**src/rtl/video_timing_pattern_gen.sv**
```systemverilog
`default_nettype none
// ============================================================================
// Module   : video_timing_pattern_gen
// Brief    : Parametrised raster timing generator (HS/VS/DE) with four
//            selectable test patterns, frame-aligned start/stop and a
//            frame-start strobe. Drives the HDMI transmitter RGB bus.
// Revision : 1.0 - initial parametrised release
// ============================================================================
module video_timing_pattern_gen #(
    parameter int H_ACTIVE = 1920,
    parameter int H_FP     = 88,
    parameter int H_SYNC   = 44,
    parameter int H_BP     = 148,
    parameter int V_ACTIVE = 1080,
    parameter int V_FP     = 4,
    parameter int V_SYNC   = 5,
    parameter int V_BP     = 36,
    parameter int HS_POL   = 1,
    parameter int VS_POL   = 1,
    parameter int COLOR_W  = 8,
    parameter int CHK_LOG2 = 6
) (
    input  logic                 clk,
    input  logic                 reset,
    input  logic                 enable,
    input  logic [1:0]           pattern_sel,
    input  logic [3*COLOR_W-1:0] solid_rgb,
    output logic                 hs,
    output logic                 vs,
    output logic                 de,
    output logic [3*COLOR_W-1:0] rgb,
    output logic [15:0]          pixel_x,
    output logic [15:0]          pixel_y,
    output logic                 frame_start,
    output logic                 running
);

    // Raster geometry expressed in counter width so comparisons stay 16-bit.
    localparam logic [15:0] c_H_ACT      = 16'(H_ACTIVE);
    localparam logic [15:0] c_H_LAST     = 16'(H_ACTIVE + H_FP + H_SYNC + H_BP - 1);
    localparam logic [15:0] c_HS_BEGIN   = 16'(H_ACTIVE + H_FP);
    localparam logic [15:0] c_HS_END     = 16'(H_ACTIVE + H_FP + H_SYNC);
    localparam logic [15:0] c_V_ACT      = 16'(V_ACTIVE);
    localparam logic [15:0] c_V_LAST     = 16'(V_ACTIVE + V_FP + V_SYNC + V_BP - 1);
    localparam logic [15:0] c_VS_BEGIN   = 16'(V_ACTIVE + V_FP);
    localparam logic [15:0] c_VS_END     = 16'(V_ACTIVE + V_FP + V_SYNC);
    localparam logic [15:0] c_BAR_LAST   = 16'(H_ACTIVE / 8 - 1);
    localparam logic        c_HS_ON      = (HS_POL != 0);
    localparam logic        c_VS_ON      = (VS_POL != 0);

    typedef enum logic [0:0] {
        ST_IDLE = 1'b0,
        ST_RUN  = 1'b1
    } state_t;

    state_t               r_state;
    state_t               w_state_next;

    logic [15:0]          r_h_cnt;
    logic [15:0]          r_v_cnt;
    logic [15:0]          r_bar_cnt;
    logic [2:0]           r_bar_idx;
    logic [1:0]           r_sel;
    logic [3*COLOR_W-1:0] r_solid;

    logic                 w_run;
    logic                 w_h_last;
    logic                 w_v_last;
    logic                 w_frame_end;
    logic                 w_origin;
    logic                 w_latch;
    logic                 w_active;
    logic                 w_hs_on;
    logic                 w_vs_on;
    logic [1:0]           w_sel;
    logic [3*COLOR_W-1:0] w_solid;
    logic [3*COLOR_W-1:0] w_pix;

    assign w_run       = (r_state == ST_RUN);
    assign w_h_last    = (r_h_cnt == c_H_LAST);
    assign w_v_last    = (r_v_cnt == c_V_LAST);
    assign w_frame_end = w_h_last && w_v_last;
    assign w_origin    = w_run && (r_h_cnt == 16'd0) && (r_v_cnt == 16'd0);
    assign w_active    = (r_h_cnt < c_H_ACT) && (r_v_cnt < c_V_ACT);
    assign w_hs_on     = (r_h_cnt >= c_HS_BEGIN) && (r_h_cnt < c_HS_END);
    assign w_vs_on     = (r_v_cnt >= c_VS_BEGIN) && (r_v_cnt < c_VS_END);

    // Mode inputs are captured when leaving IDLE and again at pixel (0,0).
    // Pixel (0,0) itself uses the live inputs so the new frame is uniform.
    assign w_latch     = w_origin || ((r_state == ST_IDLE) && enable);
    assign w_sel       = w_origin ? pattern_sel : r_sel;
    assign w_solid     = w_origin ? solid_rgb   : r_solid;

    assign running     = w_run;

    // State register.
    always_ff @(posedge clk) begin
        if (reset) begin
            r_state <= ST_IDLE;
        end else begin
            r_state <= w_state_next;
        end
    end

    // Next state: start on enable, stop only once a whole frame has finished.
    always_comb begin
        w_state_next = r_state;
        case (r_state)
            ST_IDLE: begin
                if (enable) begin
                    w_state_next = ST_RUN;
                end
            end
            ST_RUN: begin
                if (w_frame_end && !enable) begin
                    w_state_next = ST_IDLE;
                end
            end
            default: begin
                w_state_next = ST_IDLE;
            end
        endcase
    end

    // Raster position counters; parked at (0,0) whenever not running.
    always_ff @(posedge clk) begin
        if (reset || !w_run) begin
            r_h_cnt <= 16'd0;
            r_v_cnt <= 16'd0;
        end else if (w_h_last) begin
            r_h_cnt <= 16'd0;
            r_v_cnt <= w_v_last ? 16'd0 : r_v_cnt + 16'd1;
        end else begin
            r_h_cnt <= r_h_cnt + 16'd1;
        end
    end

    // Colour-bar index tracks h_cnt / (H_ACTIVE/8) without a divider.
    always_ff @(posedge clk) begin
        if (reset || !w_run || w_h_last) begin
            r_bar_cnt <= 16'd0;
            r_bar_idx <= 3'd0;
        end else if (r_h_cnt < c_H_ACT) begin
            if (r_bar_cnt == c_BAR_LAST) begin
                r_bar_cnt <= 16'd0;
                r_bar_idx <= r_bar_idx + 3'd1;
            end else begin
                r_bar_cnt <= r_bar_cnt + 16'd1;
            end
        end
    end

    // Shadow copies of the mode inputs, stable for a whole frame.
    always_ff @(posedge clk) begin
        if (reset) begin
            r_sel   <= 2'd0;
            r_solid <= '0;
        end else if (w_latch) begin
            r_sel   <= pattern_sel;
            r_solid <= solid_rgb;
        end
    end

    // Pattern pixel for the current counter position.
    // Bar order white..black maps to R=~idx[1], G=~idx[2], B=~idx[0].
    always_comb begin
        w_pix = '0;
        case (w_sel)
            2'd0: w_pix = w_solid;
            2'd1: w_pix = {{COLOR_W{~r_bar_idx[1]}},
                           {COLOR_W{~r_bar_idx[2]}},
                           {COLOR_W{~r_bar_idx[0]}}};
            2'd2: w_pix = {3{r_h_cnt[COLOR_W-1:0]}};
            default: w_pix = (r_h_cnt[CHK_LOG2] ^ r_v_cnt[CHK_LOG2]) ? '1 : '0;
        endcase
    end

    // Output register stage: one cycle behind the counters, all aligned.
    always_ff @(posedge clk) begin
        if (reset) begin
            hs          <= ~c_HS_ON;
            vs          <= ~c_VS_ON;
            de          <= 1'b0;
            rgb         <= '0;
            pixel_x     <= 16'd0;
            pixel_y     <= 16'd0;
            frame_start <= 1'b0;
        end else if (w_run) begin
            hs          <= w_hs_on ? c_HS_ON : ~c_HS_ON;
            vs          <= w_vs_on ? c_VS_ON : ~c_VS_ON;
            de          <= w_active;
            rgb         <= w_active ? w_pix : '0;
            frame_start <= w_origin;
            if (w_active) begin
                pixel_x <= r_h_cnt;
                pixel_y <= r_v_cnt;
            end
        end else begin
            hs          <= ~c_HS_ON;
            vs          <= ~c_VS_ON;
            de          <= 1'b0;
            rgb         <= '0;
            frame_start <= 1'b0;
        end
    end

endmodule
`default_nettype wire
```
**config.mk**
```make
export PLATFORM = sky130hd
export DESIGN_NAME = video_timing_pattern_gen
export DESIGN_NICKNAME = d
export VERILOG_FILES = /design/src/rtl/video_timing_pattern_gen.sv
export SDC_FILE = /design/constraint.sdc
export NUM_CORES = 1
export LEC_CHECK = 0
export CAP_MARGIN = 20
export CORE_ASPECT_RATIO = 1.4
export CORE_MARGIN = 2
export CORE_UTILIZATION = 57
export CTS_CLUSTER_SIZE = 30
export DETAILED_ROUTE_END_ITERATION = 8
export DONT_BUFFER_PORTS = 1
export GPL_TIMING_DRIVEN = 0
export HOLD_SLACK_MARGIN = 0.06
export PLACE_DENSITY = 0.81
export SYNTH_ARGS = -nofsm -noshare
export SYNTH_HDL_FRONTEND = slang
export SYNTH_SLANG_ARGS = --single-unit
```
**constraint.sdc**
```tcl
create_clock -name clk -period 2.2 [get_ports clk]
set_input_delay 0.33 -clock clk [delete_from_list [all_inputs] [get_ports clk]]
set_output_delay 0.33 -clock clk [all_outputs]
set_load 0.01 [all_outputs]
```
Yosys cells after proc, flatten, opt, wreduce, memory -nomap -nowiden:

Cells that the tools add are included.

* register bits after elaboration: 138
* bits of input ports: 29
* output and inout bits: 61
* word-level logic and storage cells: 67

* add/sub/neg operators: 4
* magnitude comparators: 6
* eq/ne operators: 5
* multiplexer cells: 11
* bitwise logic cells: 6
* reduce and logical (&&, ||, !) cells: 21

Operators with widths (number)
* one-hot mux 24 bit (3 select lines): 1
* adder 16 x 1 -> 16 bit, second input constant: 3
* < comparator 16 x 11 -> 1 bit, second input constant: 3
* two-way mux 24 bit: 2
* >= comparator 16 x 11 -> 1 bit, second input constant: 2
* zero test 16 bit: 2
* two-way mux 16 bit: 2
* equality test 16 x 11 -> 1 bit, second input constant: 1
* equality test 16 x 12 -> 1 bit, second input constant: 1
* equality test 16 x 8 -> 1 bit, second input constant: 1
* < comparator 16 x 12 -> 1 bit, second input constant: 1
* logical AND 1 bit: 8
* inverter 1 bit: 5
* two-way mux 1 bit: 4
* AND reduction 2 bit: 2
* OR reduction 2 bit: 2
* adder 3 x 1 -> 3 bit, second input constant: 1
* logical OR 1 bit: 3
* OR reduction 3 bit: 1
* equality test 2 x 1 -> 1 bit, second input constant: 1
* equality test 2 bit, second input constant: 1
* zero test 1 bit: 2
* zero test 2 bit: 1
* two-way mux 2 bit: 1
* other kinds (2): 2

Longest topological paths before layout:

* depth after elaboration: 6
* gate-level depth with buffers: 10
* gate-level depth less buffers: 7

Worst setup path after synthesis:

OpenSTA, ideal clock, no wires.

* path kind: register to register
* from: reg r_h_cnt[12]
* to: reg rgb[10]
* library setup time: 0.134 ns
* data arrival time: 2.045 ns
* slack: 0.021 ns
* stages on the path, launching flop included: 9
* clock period less this slack: 2.179 ns
* cells stage by stage: dfxtp_1 -> or4_4 -> buf_6 -> nor4_4 -> and3_1 -> buf_6 -> buf_12 -> mux2i_1 -> a21oi_1

* longest elaborated chain between the ends: 6
* elaborated cells on any way between the ends: 13

RTL lines
* start, declared: RTL line 59 `logic [15:0] r_h_cnt;`
* start signal, assigned: RTL line 134 `r_h_cnt <= r_h_cnt + 16'd1;`
* branches (longest 6 deep; another with < comparator 16 x 11 -> 1 bit)
* end signal, assigned: RTL line 192 `rgb <= w_active ? w_pix : '0;`
* end, declared: RTL line 31 `output logic [3*COLOR_W-1:0] rgb,`

Parallel ways; which one is timed is not known.
A chain may end at the register's enable or synchronous reset.

Final worst setup path:

* from: reg r_h_cnt[0]
* to: reg rgb[18]

The elaborated chain is that of the path after synthesis.

==> flow_metrics.env <==
export IMPL_grt_pass1_vias=5585
export IMPL_power_leakage_nw=2.87
export IMPL_grt_remaining_overflow=0
export IMPL_synthFlopType="dfxtp_1"
export IMPL_drive_gt1_share_pct=15.4
export IMPL_fin_worst_skew_ns=0.00973
export IMPL_die_height_um=129
export IMPL_fin_crit_ns=2.23
export IMPL_synth_edf_count=0
export IMPL_cap_viol_max_count=0
export IMPL_violations="setup timing"
export IMPL_clk_pin_slew_ns=0.06
export IMPL_netlist_area_um2=6310
export IMPL_place_ws_ns=-0.479
export IMPL_diodes=0
export IMPL_core_um2=10800
export IMPL_instances_no_fill=879
export IMPL_synth_most_common_cell="dfxtp_1"
export IMPL_startpoint_type="flop"
export IMPL_dieArea_um2=11900
export IMPL_timing_slew_headroom_pct=58.6
export IMPL_avgViaCountPerCell=6.23
export IMPL_initial_core_util_pct=58.4
export IMPL_dr_pass1_iters=5
export IMPL_fin_tns_setup_ns=-0.0870
export IMPL_ys_ff_latch=138
export IMPL_drtIter0Drc=469
export IMPL_critical_path_required_ns=2.50
export IMPL_crit_arrival_ns=2.52
export IMPL_num_vias=5476
export IMPL_tightest_slew_ns=0.621
export IMPL_antenna_found_initial=0
export IMPL_nets=761
export IMPL_synth_cell_types=46
export IMPL_maxSlewViolCount=0
export IMPL_period_share_pct=101
export IMPL_synth_warnings=0
export IMPL_grt_pass1_wl_um=26700
export IMPL_design_portCount=90
export IMPL_setup_ws_ns=-0.0254
export IMPL_setup_viol=7
export IMPL_hold_class="primary input to flop"
export IMPL_rows=45
export IMPL_yosys_top_cells_count="138 x dfxtp_1, 102 x nor2_1, 71 x mux2i_1, 53 x a21oi_1, 34 x clkbuf_1"
export IMPL_final_util_pct=69.1
export IMPL_synthCells=691
export IMPL_status="complete, but fails checks"
export IMPL_routed_wl_um=17700
export IMPL_finalPower_mw=6.17
export IMPL_placed_cells=832
export IMPL_end_kind="flop"
export IMPL_dp_final_hpwl_um=11200
export IMPL_crit_fanout=8
export IMPL_insertion_delay_ns=0.42
export IMPL_clock_sinks=138
export IMPL_synth_top_cell_by_area="dfxtp_1"
export IMPL_async_flop_share_pct=0
export IMPL_cts_tree="yes"
export IMPL_grt_usage_pct=28.3
export IMPL_cts_max_level=4
export IMPL_peakVddDrop_v=0.000559
export IMPL_critPathKind="flop to flop"
export IMPL_die_width_um=92.9
export IMPL_place_gp_congestion=0.890
export IMPL_rsz0062_at_grt="yes"
export IMPL_portBuffers=0
export IMPL_grt_max_degree=17
export IMPL_synth_area_leaders="dfxtp_1 44%, mux2i_1 11%, nor2_1 6.1%"
export IMPL_synth_top_area_share_pct=43.8
export IMPL_synth_nets=727
export IMPL_routedWlPerCell_um=20.1
export IMPL_drc=0
export IMPL_ant_nets=0
export IMPL_power_density_nw_per_um2=826
export IMPL_hold_viol_final=0
export IMPL_root_buffer="clkbuf_16"
export IMPL_ys_seq_area_share_pct=43.8
export IMPL_numCtsBuffers=17
export IMPL_max_freq_mhz=449
export IMPL_area_growth_pct=18.4
export IMPL_synth_area_per_cell_um2=9.14
export IMPL_clockBufferDepth=2
## flip-flops by register name, summed over array words and instances, names as in the netlist, 2 cells and up
signal / cells
pixel_y: 16
r_sel: 2
rgb: 24
r_solid: 24
r_v_cnt: 16
r_h_cnt: 16
pixel_x: 16
r_bar_cnt: 16
r_bar_idx: 3
## kinds of logic (layout without fill, tap and decap cells)
kind of cell	count (synthesis)	count (layout)	share of synthesized area (%)
AO/OA/AOI/OAI	96	96	10.2
XOR/XNOR	37	37	5.13
adder cells (fa/ha/maj)	7	7	1.39
buffers and inverters	61	108	4.54
flip-flops	138	138	43.8
multiplexers	71	71	11.3
AND/OR/NAND/NOR	281	281	23.7
## area by class of cell
| class | instances | area [um^2] |
|---|---|---|
| flip-flops and latches | 138 | 2780 |
| fillers | 789 | 3340 |
| clock buffers | 18 | 429 |
| inverters | 14 | 52.6 |
| well taps | 141 | 176 |
| multi-input cells | 492 | 3380 |
| repair buffers | 25 | 254 |
| clock inverters | 14 | 173 |
| plain buffers | 37 | 226 |
## power breakdown
group	internal, mW	switching (mW)
Sequential	2.57	0.0602
Combinational	0.292	0.333
Clock	1.79	1.13
## metrics by stage
stage | hold WS, ns | area [um^2]
CTS | 0.0616 | 7280
global placement | 0.465 | 6490
finish | 0.0647 | 7470
global route | 0.0588 | 7470
detailed placement | 0.483 | 6490
floorplan | 0.453 | 6310
## layout by cell type, fill, tap and decap left out, types with 4 or more instances in the layout
cell       count
and3_1        13
nand2b_1      22
clkbuf_1      20
ha_1           7
a21oi_1       51
clkbuf_16     19
inv_1         14
clkbuf_2       6
or3_1          8
nor2_1       102
xnor2_1       22
xor2_1        15
o21ai_0       10
nor3_1        10
nand3_1       23
nand2_1       31
and2_1        14
nor4_1        11
dfxtp_1      129
dfxtp_2        6
buf_6          7
a22o_1        21
clkinv_4       4
mux2i_2        6
mux2i_1       65
buf_4         18
nand4_1       13
## routing by layer
layer	global-route usage, %	share of wire (%)
met4	20.8	5.7
met2	48.2	50
met5	0	0
met1	29.5	36
met3	8.14	7.9
## worst max-delay path, stage by stage, from the launching register on
cell      delay (ns)
dfxtp_1         0.32
clkbuf_4        0.20
inv_1           0.09
ha_1            0.18
nor4bb_2        0.25
and4b_1         0.27
and3_4          0.32
buf_12          0.15
mux2i_1         0.22
a21oi_1         0.10
## path summary, 6_finish.rpt
check / start / slack, ns / depth (start not counted) / endpoint
setup reg to reg: r_h_cnt[0]$_SDFF_PP0_ / -0.03 / 9 / rgb[18]$_SDFF_PP0_
hold reg to reg: r_bar_cnt[11]$_SDFFE_PP0N_ / 0.50 / 2 / r_bar_cnt[11]$_SDFFE_PP0N_
hold / removal: solid_rgb[16] / 0.06 / 2 / r_solid[16]$_SDFFE_PP0P_
setup / recovery: r_h_cnt[0]$_SDFF_PP0_ / -0.03 / 9 / rgb[18]$_SDFF_PP0_
## timing repair
item | in CTS | in global routing
gates cloned | 0 | 2
setup buffers | 11 | 9
endpoints found under the hold margin | 3 | 0
endpoints found under the setup margin | 130 | 92
pin swaps | 9 | 15
hold buffers | 3 | 0
resized for setup | 30 | 34
Power figures use the tool's default switching activity.
